`config.mk`:
```
export PLATFORM = sky130hd
export DESIGN_NAME = rf_wb_arbiter
export DESIGN_NICKNAME = d
export VERILOG_FILES = /design/src/rtl/rf_wb_arbiter.sv
export SDC_FILE = /design/constraint.sdc
export NUM_CORES = 1
export LEC_CHECK = 0
export CAP_MARGIN = 5
export CELL_PAD_IN_SITES_DETAIL_PLACEMENT = 1
export CELL_PAD_IN_SITES_GLOBAL_PLACEMENT = 2
export CORE_ASPECT_RATIO = 1.4
export CORE_MARGIN = 4
export CORE_UTILIZATION = 22
export DETAILED_ROUTE_END_ITERATION = 10
export MAX_ROUTING_LAYER = met4
export PLACE_DENSITY = 0.76
export SYNTH_ARGS = -nofsm -noshare
export SYNTH_HDL_FRONTEND = slang
export SYNTH_SLANG_ARGS = --single-unit
```
`constraint.sdc`:
```
create_clock -name CLK -period 2.3 [get_ports CLK]
set_input_delay 0.575 -clock CLK [delete_from_list [all_inputs] [get_ports CLK]]
set_output_delay 0.575 -clock CLK [all_outputs]
set_load 0.005 [all_outputs]
```
`src/rtl/rf_wb_arbiter.sv`:
```
// ============================================================================
//  Module      : rf_wb_arbiter
//  Description : Shares the register-file write port between the in-order
//                writeback (A) and a long-latency unit (B).  A has priority
//                unless B has been refused MAX_WAIT consecutive cycles.
//                Also keeps a 32-entry scoreboard of registers owed by B.
//  Revision    : 1.0 - initial release
// ============================================================================
`default_nettype none

module rf_wb_arbiter #(
    parameter int MAX_WAIT = 4
) (
    input  logic        CLK,
    input  logic        RST,
    input  logic        A_VALID,
    input  logic [4:0]  A_WA,
    input  logic [31:0] A_WD,
    output logic        A_READY,
    input  logic        B_VALID,
    input  logic [4:0]  B_WA,
    input  logic [31:0] B_WD,
    output logic        B_READY,
    input  logic        ISSUE_VALID,
    input  logic [4:0]  ISSUE_RD,
    input  logic [4:0]  CHK_ADR1,
    input  logic [4:0]  CHK_ADR2,
    output logic        HAZARD1,
    output logic        HAZARD2,
    output logic [31:0] BUSY_MASK,
    output logic        RF_EN,
    output logic [4:0]  RF_WA,
    output logic [31:0] RF_WD
);

    localparam logic [3:0] MAX_WAIT_C = 4'(MAX_WAIT);

    logic [3:0]  wait_cnt;
    logic [31:0] busy;
    logic [31:0] busy_next;
    logic        force_b;
    logic        a_xfer;
    logic        b_xfer;
    logic [4:0]  win_wa;
    logic [31:0] win_wd;

    // Arbitration: B is forced ahead once it has waited long enough
    always_comb begin
        force_b = B_VALID && (wait_cnt >= MAX_WAIT_C);
        A_READY = !force_b;
        B_READY = !A_VALID || force_b;
        a_xfer  = A_VALID && A_READY;
        b_xfer  = B_VALID && B_READY;
        // a_xfer and b_xfer are mutually exclusive by construction
        win_wa  = b_xfer ? B_WA : A_WA;
        win_wd  = b_xfer ? B_WD : A_WD;
    end

    // Starvation counter: counts consecutive refusals of B, saturating
    always_ff @(posedge CLK) begin
        if (RST) begin
            wait_cnt <= 4'd0;
        end else if (!B_VALID || b_xfer) begin
            wait_cnt <= 4'd0;
        end else if (wait_cnt < MAX_WAIT_C) begin
            wait_cnt <= wait_cnt + 4'd1;
        end
    end

    // Registered write port; writes to x0 complete the handshake but never reach the file
    always_ff @(posedge CLK) begin
        if (RST) begin
            RF_EN <= 1'b0;
            RF_WA <= 5'd0;
            RF_WD <= 32'd0;
        end else if ((a_xfer || b_xfer) && (win_wa != 5'd0)) begin
            RF_EN <= 1'b1;
            RF_WA <= win_wa;
            RF_WD <= win_wd;
        end else begin
            RF_EN <= 1'b0;
        end
    end

    // Scoreboard next state: clear on B return, then set on issue so a newer op wins
    always_comb begin
        busy_next = busy;
        if (b_xfer) begin
            busy_next[B_WA] = 1'b0;
        end
        if (ISSUE_VALID && (ISSUE_RD != 5'd0)) begin
            busy_next[ISSUE_RD] = 1'b1;
        end
        busy_next[0] = 1'b0;
    end

    // Scoreboard register
    always_ff @(posedge CLK) begin
        if (RST) begin
            busy <= 32'd0;
        end else begin
            busy <= busy_next;
        end
    end

    // Hazard lookups are combinational on the current scoreboard
    always_comb begin
        HAZARD1   = busy[CHK_ADR1];
        HAZARD2   = busy[CHK_ADR2];
        BUSY_MASK = busy;
    end

endmodule

`default_nettype wire

```
# After elaboration in Yosys (flattened, before gate mapping)
# Cells that the tools add are included.
# W data, S select, Z words.
# classes
reduce_logical	16
magnitude_cmp	8
bitwise_logic	3
n_mux	13
addsub	1
# ops
op	count
$mux W32	3
$and A32 B32 Y32	1
$not A32 Y32	1
$or A32 B32 Y32	1
$lt A5 B6 Y1 const B	4
$bmux W1 S5	2
$demux W1 S5	2
$ge A5 B1 Y1 const B	2
$reduce_bool A5 Y1	2
$logic_and A1 B1 Y1	7
$mux W1	5
$mux W5	1
$add A4 B1 Y4 const B	1
$ge A4 B3 Y1 const B	1
$lt A4 B3 Y1 const B	1
$logic_not A1 Y1	3
$logic_or A1 B1 Y1	3
$reduce_or A2 Y1	1
# totals
wordCells	47
reg_bits	74
input_bits	94

# Logic depth before layout (Yosys ltp)
# Gate-level depths: netlist (run 1).
# depth
ltp_word	9
mapped_depth	7
depth_no_buf	4

# Least setup slack after synthesis (run 1)
# OpenSTA, ideal clock, no wires.
# synth_timing
kind	input port to output port
from	input CHK_ADR1[0]
to	output HAZARD1
path_buffers	1
arrival_time_ns	1.729
cell_stages	5
slack_ns	-0.004
cell_sequence	buf_2 mux4_2 o32ai_1 a31oi_1 and3_1
# synth_between
elab_chain_cells	2
# synth_rtl
item	line_no	text
start, declared	26	input logic [4:0] CHK_ADR1,
$bmux W1 S5	108	HAZARD1 = busy[CHK_ADR1];
$mux W1 (not written as such)	108	
end, declared	28	output logic HAZARD1,
# Every way passes these cells. The select of a mux whose other input is x is not followed.

# Worst setup path in the final report (run 1)
# layout_timing
from	input CHK_ADR2[4]
to	output HAZARD2
# layout_between
elab_chain_cells	2
# layout_rtl
item	line_no	text
start, declared	27	input logic [4:0] CHK_ADR2,
$bmux W1 S5	109	HAZARD2 = busy[CHK_ADR2];
$mux W1 (not written as such)	109	
end, declared	29	output logic HAZARD2,
# Every way passes these cells. The select of a mux whose other input is x is not followed.

==> results of run 1 <==
power breakdown:
part	internal, mW	total (mW)	switching (mW)
clock network	0.873	1.45	0.575
logic	0.448	0.778	0.330
registers	1.33	1.37	0.0425
per-layer routing:
layer	GRT usage	vias up	wire, um
met5	-	-	0
met4	0.0720	0	685
met3	0.0405	44	1010
met2	0.296	152	9200
met1	0.178	2203	6990
li1	-	2201	-
stage by stage:
| stage | power (mW) | hold slack (ns) | TNS [ns] | worst slack [ns] |
|---|---|---|---|---|
| global route | 3.78 | 0.463 | -0.228 | -0.137 |
| detailed placement | 2.18 | 0.440 | -7.95 | -1.03 |
| CTS | 3.66 | 0.448 | -0.124 | -0.0777 |
| finish | 3.60 | 0.448 | -0.141 | -0.0894 |
| global placement | 2.16 | 0.418 | -6.16 | -0.939 |
| floorplan | 1.71 | 0.408 | 0 | 0.0562 |
worst register-to-register path: stages (launching register included):
cell and delay, ns:
dfxtp_1 0.34, or3b_2 0.58, a2111oi_4 0.41, o211ai_1 0.15, o221ai_1 0.19
logic make-up (layout without fill, tap and decap cells):
group,count (synthesis),after routing,synth area share
buffers and inverters,45,250,0.0539
and+or+nand+nor,173,173,0.218
adders and majority gates,1,1,0.00293
AOI/OAI and AO/OA,150,150,0.212
muxes,55,55,0.170
DFF,73,73,0.342
other,1,2,0.000877
cells in the mapped netlist, types with 4 or more instances:
library cell and count:
o32ai_1 4, or3_1 7, o21ai_0 61, buf_2 7
nor3b_1 6, nor3_1 5, and2_1 5, o21ai_1 7
nand3_1 36, nand2_1 39, mux4_2 14, buf_1 6
nand2b_1 40, a21oi_1 31, o211ai_1 4, dfxtp_1 73
nor2b_1 5, nor2_1 13, clkbuf_1 23, a21o_1 32
mux2i_1 39
timing repair:
action	CTS	global route
endpoints found under the setup margin	2	3
setup buffers	0	0
resized for setup	61	3
pin swaps	6	1
how the worst min path moves through the flow:
stage                 from           to  depth (start not counted)
4_1_cts        wait_cnt[0]  wait_cnt[0]                          1
5_1_grt        wait_cnt[0]  wait_cnt[0]                          1
3_5_place_dp   wait_cnt[0]  wait_cnt[0]                          1
6_report       wait_cnt[0]  wait_cnt[0]                          1
2_1_floorplan  wait_cnt[0]  wait_cnt[0]                          1
3_3_place_gp   wait_cnt[0]  wait_cnt[0]                          1
cell type report:
type | instances | area [um^2]
clock inverter | 6 | 66.3
fill | 2260 | 12200
sequential | 73 | 1470
multi-input combinational | 381 | 2640
inverter | 3 | 11.3
timing repair buffer | 231 | 2170
clock buffer | 10 | 239
tap | 248 | 310
sequential cells by signal, indices dropped and copies added (netlist names):
register   cells
BUSY_MASK     31
RF_EN          1
wait_cnt       4
RF_WD         32
RF_WA          5
==> run summary, run 1 <==
Status: complete, but fails checks
Failing checks: negative setup slack
Worst path bufs/invs: 2
GRT Overall Usage: 0.168
FP Rows: 60
Die Width: 126 um
Worst r2r src: wait_cnt[3]
Req. time, crit path: 1.73 ns
Final hold violation count: 0
Layout cells sized above 1: 0.183
Worst setup path end: HAZARD2
Max-slew violations: 0
Post-DP HPWL: 14.1 mm
H-tree Lvls: 3
Number of synthesized flops with an enable pin: 0
Fin area: 6910 um^2
Depth of the most critical reg-to-reg path: 4
Buffers on Ports: 166
Crit-path max FO: 5
Unique masters post-synth: 47
Clk slew on worst S/H paths: 0.06 ns
Util after Layout: 0.361
Fin crit share: 1.04
Non-Filler Instances: 952
First-pass GRT wire length: 28.6 mm
CTS max path bufs: 2
DR pass1 iterations: 4
Placed instance count: 936
Starting Density: 0.223
Antenna violations before repair: 0
CTS Hold Bufs: 0
Grt ovf: 0
Kind of cell adding the most delay to the critical path: simple AND/OR/NAND/NOR gates
Synth Flop Type: dfxtp_1
RSZ-0062 raised after global routing: true
Ys async rst share: 0
Wirelength per Cell: 18.8 um
Initial drt markers: 195
Total wire length: 17.9 mm
Largest net degree at the start of global routing: 38
Clock Root Buffer: clkbuf_16
Synth Area per Inst: 8.58 um^2
Commonest non-fill, non-tap cell in the layout: clkdlybuf4s50_1
CP Launch Point: CHK_ADR2[4]
I/O pin count: 168
Reg2reg setup slack: 0.54 ns
Pleak: 2.55 nW
Worst reg2reg path endpoint: RF_WA[0]
Placer Congestion: 0.943
Die ar.: 21,800 um^2
MaxCap Viol Count: 0
Crit path launch type: input pin
Diodes inserted: 0
Crit-path max cell delay: 0.42 ns
Crit path DAT: 1.81 ns
Worst-skew pair later-pin latency: 0.34 ns
#FFs+latches synth: 73
Commonest cells after routing, fill and taps aside: clkdlybuf4s50_1, dfxtp_1, o21ai_0
Die H: 173 um
HP Class: reg2reg
# nets final: 794
Worst Tran Pin Value: 0.591 ns
Min Clock Period, post-route: 2.39 ns
Worst clock skew: 0.00568 ns
Dpl cell area: 6540 um^2
Peak VDD IR: 264 uV
Fmax: 0.419 GHz
Synth warnings: 0
Leading area contributor after synthesis: dfxtp_1
Max_slew headroom: 0.603
# DRC: 0
Post-Syn Area: 4270 um^2
Vias in the first global route: 5,191
Critical path endpoint category: output port
CP Class: in2out
Area Overhead vs Synth: 61.8%
CTS Buf Count: 9
P per Cell Area: 520 nW/um^2
Worst path slowest cell: or3b_4
Core Footprint: 19,100 um^2
Synthesized instance count: 498
Vias/cell: 4.83
# clock sinks: 73
Vias: 4,600
Sequential fraction of the synthesis area: 0.342
Setup WS post-layout: -0.0894 ns
Remaining antenna violation count after routing: 0
Cell depth of the worst setup path: 6
Synth top area share: 0.342
Area contributors post-synth: dfxtp_1, mux2i_1, mux4_2
Setup Viol. Count Final: 2
CP cell instances: clkdlybuf4s15_1, or3b_4, o32ai_2, a31oi_1, and3_1, buf_2
TritonCTS clock tree: built
Power figures use the tool's default switching activity.
==> run 2: changes to the inputs <==
--- a/config.mk
+++ b/config.mk
@@ -11,6 +11,7 @@
 export CORE_ASPECT_RATIO = 1.4
 export CORE_MARGIN = 4
 export CORE_UTILIZATION = 22
+export CTS_CLUSTER_DIAMETER = 120
 export DETAILED_ROUTE_END_ITERATION = 10
 export MAX_ROUTING_LAYER = met4
 export PLACE_DENSITY = 0.76
==> results of run 2 <==
The final DEF is identical to that of run 1; final timing and power are the same.
==> run 3: changes to the inputs <==
==> constraint.sdc (replaced) <==
create_clock -name CLK -period 2.3 [get_ports CLK]
set_input_delay 0.69 -clock CLK [delete_from_list [all_inputs] [get_ports CLK]]
set_output_delay 0.69 -clock CLK [all_outputs]
set_load 0.005 [all_outputs]
==> run summary, run 3 (synthesis results as in run 1) <==
Status: complete, but fails checks
Failing checks: negative setup slack
# nets final: 809
Wirelength per Cell: 18.7 um
Crit path launch type: input pin
Clock group share of total power: 0.425
# DRC: 0
Gate power share: 0.211
Peak VDD IR: 245 uV
Crit-path max cell delay: 0.51 ns
Setup TNS: -0.589 ns
CP Launch Point: CHK_ADR1[1]
Met3 wire len: 933 um
Final hold violation count: 0
Worst r2r src: wait_cnt[3]
Net switching power: 0.934 mW
Buffers on Ports: 166
RSZ-0062 raised after global routing: true
Vias in the first global route: 5,197
Reg2reg setup slack: 0.53 ns
Crit-path max FO: 3
Antenna violations before repair: 0
Util after Layout: 0.371
Grt ovf: 0
GRT Overall Usage: 0.171
Max_slew headroom: 0.657
Worst Tran Pin Value: 0.513 ns
DR pass1 iterations: 6
Area Overhead vs Synth: 66.0%
Pwr Total: 3.76 mW
Setup Viol. Count Final: 2
Reg power frac: 0.364
Starting Density: 0.223
Non-Filler Instances: 967
Wire length on met1: 6.88 mm
CP cell instances: buf_6, mux4_2, mux2i_2, a31oi_1, and3_1, buf_2
FP Rows: 60
Dpl cell area: 6660 um^2
Worst-skew pair later-pin latency: 0.33 ns
Setup WS pre-CTS: -1.16 ns
Layout cells sized above 1: 0.191
I/O pin count: 168
Vias/cell: 4.84
Die ar.: 21,800 um^2
Worst clock skew: 0.00735 ns
Met2 wire len: 9.40 mm
Min Clock Period, post-route: 2.61 ns
Most flops, register: RF_WD
Core Footprint: 19,100 um^2
Worst path slowest cell: mux4_2
Remaining antenna violation count after routing: 0
Fin area: 7090 um^2
Post-DP HPWL: 14.1 mm
Cell depth of the worst setup path: 6
P per Cell Area: 530 nW/um^2
Sw Share: 0.248
Commonest non-fill, non-tap cell in the layout: clkdlybuf4s50_1
First-pass GRT wire length: 28.7 mm
Kind of cell adding the most delay to the critical path: multiplexers
Die H: 173 um
Vias: 4,680
CP Class: in2out
Max reg flops: 32
Worst reg2reg path endpoint: RF_WA[3]
MaxCap Viol Count: 0
Total wire length: 18.1 mm
Clock Root Buffer: clkbuf_16
Clk slew on worst S/H paths: 0.06 ns
Setup WS post-layout: -0.312 ns
Fin crit share: 1.14
Commonest cells after routing, fill and taps aside: clkdlybuf4s50_1, dfxtp_1, buf_4
TritonCTS clock tree: built
Hold Worst Slack: 0.436 ns
CTS max path bufs: 2
Cell-internal power: 2.83 mW
H-tree Lvls: 3
Worst hold stages: 1
Fmax: 0.383 GHz
# clock sinks: 73
Placer Congestion: 0.949
Crit path DAT: 1.92 ns
HP Class: reg2reg
Largest net degree at the start of global routing: 71
Die Width: 126 um
Worst setup path end: HAZARD1
Critical path endpoint category: output port
Req. time, crit path: 1.61 ns
CTS Buf Count: 9
Depth of the most critical reg-to-reg path: 4
Initial drt markers: 171
Diodes inserted: 0
Placed instance count: 948
Highest Signal Layer: met4
Worst path bufs/invs: 2
Max-slew violations: 0
Pleak: 2.67 nW
[run 3: changes by cell type in the layout (fill, tap and decap cells not counted), moves of 2 or more]
cell,before,now
o21ai_1,8,10
dfxtp_1,65,73
buf_12,2,6
buf_4,58,71
dfxtp_2,7,0
clkbuf_8,1,3
o21ai_0,60,58
[run 3: repair_timing]
item / 4_1_cts / 5_1_grt
pin swaps: 4 / 8
buffers inserted: 4 / 1
endpoints found under the setup margin: 4 / 2
hold buffers: 0 / 0
resized for setup: 44 / 17
[run 3: final cells by class]
| cell class | instances | area (um^2) |
|---|---|---|
| Multi-Input combinational cell | 381 | 2640 |
| Clock buffer | 12 | 267 |
| Fill cell | 2278 | 12100 |
| Tap cell | 248 | 310 |
| Sequential cell | 73 | 1460 |
| Timing Repair Buffer | 246 | 2330 |
| Clock inverter | 4 | 73.8 |
| Inverter | 3 | 11.3 |
[run 3: how the worst min path moves through the flow]
stage	slack, ns	end	from
after floorplan	0.41	wait_cnt[0]	wait_cnt[0]
after global placement	0.42	wait_cnt[0]	wait_cnt[0]
after detailed placement	0.43	wait_cnt[0]	wait_cnt[0]
after CTS	0.44	wait_cnt[0]	wait_cnt[0]
after global routing	0.45	wait_cnt[0]	wait_cnt[0]
final	0.44	wait_cnt[0]	wait_cnt[0]
[run 3: metal layers]
metal / vias to the layer above / global-route usage
met2: 153 / 0.296
met1: 2239 / 0.178
li1: 2237 / -
met5: - / -
met4: 0 / 0.0877
met3: 51 / 0.0417
[run 3: power groups by stage]
| stage | clock network [mW] | registers, mW | logic [mW] |
|---|---|---|---|
| final | 1.60 | 1.37 | 0.793 |
| after global routing | 1.72 | 1.38 | 0.864 |
| after CTS | 1.66 | 1.37 | 0.801 |
| after detailed placement | 0 | 1.40 | 0.788 |
| after global placement | 0 | 1.40 | 0.771 |
| after floorplan | 0 | 1.39 | 0.325 |
